===== src/rtl/alu_pkg.sv =====
// Shared ALU definitions: default widths, FSM encoding and the flag bundle
// used by both the adder and the subtractor.
package alu_pkg;

  localparam int unsigned ALU_WIDTH = 16;
  localparam int unsigned ALU_SLICE = 4;
  localparam int unsigned ALU_NSTEP = ALU_WIDTH / ALU_SLICE;

  // Sequencer states for the slice-serial ALU units.
  typedef enum logic [1:0] {
    IDLE = 2'd0,
    RUN  = 2'd1,
    DONE = 2'd2
  } alu_state_e;

  // Result flags, identical layout for add and subtract.
  typedef struct packed {
    logic sign;
    logic zero;
    logic borrow;
    logic overflow;
    logic parity;
  } alu_flags_t;

endpackage : alu_pkg


===== src/rtl/alu_subtractor16_seq_slice.sv =====
// One slice of the serial subtractor: d = a + ~b + cin.
// A carry-out of 1 means "no borrow" out of this slice.
module sub4bit_slice #(
  parameter int unsigned W = 4
) (
  input  logic [W-1:0] a,
  input  logic [W-1:0] b,
  input  logic         cin,
  output logic [W-1:0] d,
  output logic         cout
);

  logic [W:0] sum;

  // Widen by one bit so the slice carry-out falls out of the add.
  always_comb begin
    sum  = {1'b0, a} + {1'b0, ~b} + {{W{1'b0}}, cin};
    d    = sum[W-1:0];
    cout = sum[W];
  end

endmodule : sub4bit_slice


===== src/rtl/alu_subtractor16_seq.sv =====
// Multi-cycle subtractor Z = X - Y. A single slice unit is reused, LSB
// slice first, with the borrow rippled through a carry flop between steps.
// Operand and result sides use valid/ready handshakes.
module alu_subtractor16_seq
  import alu_pkg::*;
#(
  parameter int unsigned WIDTH = ALU_WIDTH,  // must be a multiple of SLICE
  parameter int unsigned SLICE = ALU_SLICE
) (
  input  logic             clk,
  input  logic             rst,
  input  logic             in_valid,
  output logic             in_ready,
  input  logic [WIDTH-1:0] X,
  input  logic [WIDTH-1:0] Y,
  output logic             out_valid,
  input  logic             out_ready,
  output logic [WIDTH-1:0] Z,
  output logic             sign,
  output logic             zero,
  output logic             borrow,
  output logic             overflow,
  output logic             parity
);

  localparam int unsigned NSTEP  = WIDTH / SLICE;
  localparam int unsigned STEP_W = (NSTEP > 1) ? $clog2(NSTEP) : 1;
  localparam logic [STEP_W-1:0] LAST_STEP = STEP_W'(NSTEP - 1);

  alu_state_e        state_q, state_d;
  logic [STEP_W-1:0] step_q, step_d;
  logic              carry_q, carry_d;
  logic [WIDTH-1:0]  x_q, x_d;
  logic [WIDTH-1:0]  y_q, y_d;
  logic [WIDTH-1:0]  z_q, z_d;
  alu_flags_t        flags_q, flags_d;

  logic [SLICE-1:0]  slice_a, slice_b, slice_d;
  logic              slice_cout;
  logic [WIDTH-1:0]  z_merged;

  // Pick the operand slices addressed by the current step.
  always_comb begin
    slice_a = x_q[step_q*SLICE +: SLICE];
    slice_b = y_q[step_q*SLICE +: SLICE];
  end

  sub4bit_slice #(
    .W (SLICE)
  ) u_slice (
    .a    (slice_a),
    .b    (slice_b),
    .cin  (carry_q),
    .d    (slice_d),
    .cout (slice_cout)
  );

  // Result with this step's slice merged in; on the last step it is the full Z.
  always_comb begin
    z_merged = z_q;
    z_merged[step_q*SLICE +: SLICE] = slice_d;
  end

  // Next-state and datapath updates for the IDLE/RUN/DONE sequencer.
  always_comb begin
    // NOTE: every signal gets a default first so no path leaves it unassigned
    // and no latch is inferred.
    state_d = state_q;
    step_d  = step_q;
    carry_d = carry_q;
    x_d     = x_q;
    y_d     = y_q;
    z_d     = z_q;
    flags_d = flags_q;

    unique case (state_q)
      IDLE: begin
        if (in_valid) begin
          x_d     = X;
          y_d     = Y;
          step_d  = '0;
          carry_d = 1'b1;  // +1 of the two's-complement negation of Y
          state_d = RUN;
        end
      end

      RUN: begin
        z_d     = z_merged;
        carry_d = slice_cout;
        step_d  = step_q + STEP_W'(1);
        if (step_q == LAST_STEP) begin
          flags_d.sign     = z_merged[WIDTH-1];
          flags_d.zero     = (z_merged == '0);
          flags_d.borrow   = ~slice_cout;
          flags_d.overflow = ( x_q[WIDTH-1] & ~y_q[WIDTH-1] & ~z_merged[WIDTH-1]) |
                             (~x_q[WIDTH-1] &  y_q[WIDTH-1] &  z_merged[WIDTH-1]);
          flags_d.parity   = ~^z_merged;
          state_d          = DONE;
        end
      end

      DONE: begin
        if (out_ready) begin
          state_d = IDLE;
        end
      end

      default: state_d = IDLE;
    endcase
  end

  // Control, result and flag registers with synchronous reset.
  always_ff @(posedge clk) begin
    // NOTE: sequential state uses non-blocking assignments so every flop
    // samples the pre-edge values regardless of statement order.
    if (rst) begin
      state_q <= IDLE;
      step_q  <= '0;
      carry_q <= 1'b0;
      z_q     <= '0;
      flags_q <= '0;
    end else begin
      state_q <= state_d;
      step_q  <= step_d;
      carry_q <= carry_d;
      z_q     <= z_d;
      flags_q <= flags_d;
    end
  end

  // Operand holding registers.
  always_ff @(posedge clk) begin
    // NOTE: no reset here on purpose; the operands are only read in RUN,
    // which is always entered through a load in IDLE.
    x_q <= x_d;
    y_q <= y_d;
  end

  // Handshake and result outputs straight from state.
  always_comb begin
    in_ready  = (state_q == IDLE);
    out_valid = (state_q == DONE);
    Z         = z_q;
    sign      = flags_q.sign;
    zero      = flags_q.zero;
    borrow    = flags_q.borrow;
    overflow  = flags_q.overflow;
    parity    = flags_q.parity;
  end

endmodule : alu_subtractor16_seq


===== config.mk =====
export PLATFORM = sky130hd
export DESIGN_NAME = alu_subtractor16_seq
export DESIGN_NICKNAME = d
export VERILOG_FILES = /design/src/rtl/alu_pkg.sv /design/src/rtl/alu_subtractor16_seq_slice.sv /design/src/rtl/alu_subtractor16_seq.sv
export SDC_FILE = /design/constraint.sdc
export NUM_CORES = 1
export LEC_CHECK = 0
export ABC_AREA = 0
export BUFFER_PORTS_ARGS = -buffer_cell sky130_fd_sc_hd__buf_2
export CORE_MARGIN = 3
export CORE_UTILIZATION = 40
export CTS_CLUSTER_SIZE = 25
export DETAILED_ROUTE_END_ITERATION = 10
export PLACE_DENSITY = 0.71
export SLEW_MARGIN = 40
export SYNTH_ARGS = -nofsm -noshare
export SYNTH_HDL_FRONTEND = slang
export SYNTH_SLANG_ARGS = --single-unit

===== constraint.sdc =====
create_clock -name clk -period 5.5 [get_ports clk]
set_input_delay 1.1 -clock clk [delete_from_list [all_inputs] [get_ports clk]]
set_output_delay 1.1 -clock clk [all_outputs]
set_load 0.02 [all_outputs]

==> results_dict.tcl <==
set metrics [dict create \
    outcome "finished clean" \
    crit_path_start_kind "flip-flop" \
    largest_voltage_drop_on_the_vdd_net_mv 0.196 \
    starting_density_pct 42.2 \
    netlist_area_sq_mm 0.00272 \
    h_tree_levels 3 \
    p_leak_nw 1.30 \
    drtPass1Iterations 4 \
    floorplan.rows 29 \
    grt.overflow.total 0 \
    maximum_clock_path_buffer_count 2 \
    setup_total_negative_slack_ns 0 \
    grt_max_degree 40 \
    critical_path.endpoint "parity" \
    clock_latency_ns 0.34 \
    core-area_sq_mm 0.00646 \
    reg2reg_to "parity" \
    synth-edff-count 32 \
    slew_limit_fails 0 \
    syn_to_final_growth_pct 19.4 \
    synth_seq_area_share_pct 54.4 \
    whs_ns 0.462 \
    vias_after_detailed_routing 1948 \
    avgSynthCellArea_sq_um 12.0 \
    filler_instances 602 \
    drc_violations_left 0 \
    critical_path.slowest_cell "sky130_fd_sc_hd__dfxtp_2" \
    route.detailed.wl_per_inst_um 14.7 \
    dr.first_iter.drc_count 100 \
    synthesis.instances 227 \
    worstHoldPathType "reg -> reg" \
    post_layout_nonfiller_instances 369 \
    synth_area_leaders "sky130_fd_sc_hd__edfxtp_1 (35%), sky130_fd_sc_hd__dfxtp_1 (19%), sky130_fd_sc_hd__ha_1 (7.3%)" \
    critPathCaptureType "flip-flop" \
    ctsResizeCount 0 \
    rsz0062_at_grt "false" \
    final.setup_skew_ns 0.00834 \
    root_buffer "sky130_fd_sc_hd__clkbuf_8" \
    post_synth_num_cell_types 34 \
    hpwl_reported_at_the_end_of_detailed_placement_um 4000 \
    pre_cts_ws_ns 1.16 \
    critical_path.reg2reg.startpoint "step_q[0]" \
    setup-violations-final 0 \
    netlist.area_leader.share_pct 35.3 \
    grt_pass1_vias 1991 \
    worstPathMaxFanout 16 \
    number_of_i_o_port_buffers 58 \
    timing.max_slew.rel_slack_pct 57.6 \
    globalplace.congestion 0.802 \
    finalNetCount 341 \
    yosys_warnings 0 \
    worst_slew_pin_slew_ns 0.634 \
    synth_most_common_cell "sky130_fd_sc_hd__edfxtp_1" \
    worst_setup_path_startpoint "step_q[0]" \
    final-seq-area_sq_mm 0.00148 \
    crit_arrival_ns 4.29 \
    cap_violations 0 \
    power.density_mw_per_mm2 338 \
    ys_top_cells_by_count "sky130_fd_sc_hd__edfxtp_1 (32), sky130_fd_sc_hd__dfxtp_1 (26), sky130_fd_sc_hd__nor2_1 (25)" \
    reg2reg_setup_slack_ns 1.45 \
    netlist.top_cell.by_area "sky130_fd_sc_hd__edfxtp_1" \
    antenna_violating_nets_post_route 0 \
    antenna_cells 0 \
    fmax_mhz 247 \
    die_h_um 88.5 \
    route.detailed.vias_per_inst 5.28 \
    drive_gt1_share_pct 31.2 \
    worst_r2r_path_depth 14 \
    die_width_um 88.5 \
    clk_pin_slew_worst_paths_ns 0.06 \
    multiInputGateArea_sq_mm 0.00116 \
    postSynth.asyncResetShare_pct 0 \
    syn_nets 281 \
    cts-buffers-inserted 9 \
    postCtsHoldBufs 0 \
    antenna_violations_before_repair 0 \
    grt.total_usage_pct 15.7 \
    grt_first_pass_wirelength_um 9180 \
    worstPathCellList "mux4_2, fa_1, nor2b_1, o21ai_0, and2_1, xnor2_1, a21oi_1, ha_1, xnor2_1, xnor2_1, xnor2_1, xnor2_1, xnor2_1, a211oi_1" \
    finalCriticalPeriod_ns 4.05 \
    final_critical_path_setup_slack_ns 1.45 \
    floorplan.die_area_sq_mm 0.00784 \
    clkSinkCount 58 \
    min_period_over_period_pct 73.6 \
    cts_tree "yes" \
    ys_ff_latch 58 \
    ys.flop_type "sky130_fd_sc_hd__edfxtp_1" \
    cp_slowest_stage_delay_ns 0.61 \
    critical_path_class "reg -> reg" \
    numPlacedInstances 353 \
    cpMostUsedCell "sky130_fd_sc_hd__xnor2_1" \
    post_cts_buffers 0 \
    routed_wl_um 5430 \
    worst_ep_required_time_ns 5.74 \
    io_pins 59 \
    finalHoldViolCount 0 \
]
[per-stage QoR]
step / util, % / area [sq um] / total power, W
after floorplan: - / 2720 / 0.000716
after detailed placement: 47.7 / 3080 / 0.000782
after CTS: 50.2 / 3240 / 0.00111
final: 50.3 / 3250 / 0.00110
after global routing: 50.3 / 3250 / 0.00117
after global placement: 47.7 / 3080 / 0.000775
[cell families (layout without fill, tap and decap cells)]
group,Yosys count,after routing,share of synthesized area (%)
xor gates and xnor gates,10,10,3.22
AOI/OAI and AO/OA,45,45,11.9
muxes,8,8,6.61
buffers and inverters,24,89,3.31
DFF,58,58,54.4
and+or+nand+nor,64,64,11.8
adders and majority gates,18,18,8.82
[sequential cells by signal (all words and copies together) (netlist names)]
name,count
zero,1
x_q,16
y_q,16
borrow,1
carry_q,1
step_q,2
sign,1
Z,16
overflow,1
parity,1
state_q,2
[report_power, final]
part           internal, W  leakage (nW)  switching [W]
registers         0.000489         0.520      0.0000179
clock network     0.000159        0.0795       0.000166
logic             0.000120         0.700       0.000147
total             0.000768          1.30       0.000331
[worst max-delay path: cells and delay by family, from the launching register on]
family / cells / cell delay [ns]
DFF: 1 / 0.61
xor gates and xnor gates: 6 / 1.20
AOI/OAI and AO/OA: 3 / 0.50
and+or+nand+nor: 2 / 0.34
muxes: 1 / 0.57
adders and majority gates: 2 / 0.72
[final cells by class]
class                      instances  area share, %
multi-input combinational        145           35.7
clock inverter                     6           1.04
clock buffer                      10           3.92
tap                               77           2.96
inverter                          14           1.62
sequential                        58           45.6
timing repair buffer              59           9.16
[per-layer routing]
layer	track usage, %	share of wire, %
met5	0	0
met4	7.69	0.88
met3	5.49	7.1
met2	24.5	48
met1	19.4	44
[cell usage in the layout, fill, tap and decap left out, types with 7 or more instances in the layout]
master                     synthesis  routed
sky130_fd_sc_hd__a211oi_1         15      15
sky130_fd_sc_hd__a21oi_1          15      15
sky130_fd_sc_hd__a22oi_1           7       7
sky130_fd_sc_hd__buf_2             0      58
sky130_fd_sc_hd__clkbuf_8          0       9
sky130_fd_sc_hd__dfxtp_1          26      25
sky130_fd_sc_hd__edfxtp_1         32      32
sky130_fd_sc_hd__ha_1             16      16
sky130_fd_sc_hd__inv_1            12      11
sky130_fd_sc_hd__mux4_2            8       8
sky130_fd_sc_hd__nand2_1          11      11
sky130_fd_sc_hd__nor2_1           25      25
sky130_fd_sc_hd__nor2b_1          11      10
sky130_fd_sc_hd__xnor2_1           7       7
[how the worst min path moves through the flow]
stage,start,endpoint,slack [ns],cells past startpoint
after floorplan,carry_q,carry_q,0.50,2
after global placement,zero,zero,0.44,2
after detailed placement,zero,zero,0.46,2
after CTS,zero,zero,0.47,2
after global routing,borrow,borrow,0.51,2
final,zero,zero,0.46,2
No activity file was read; power rests on OpenSTA's default activity.
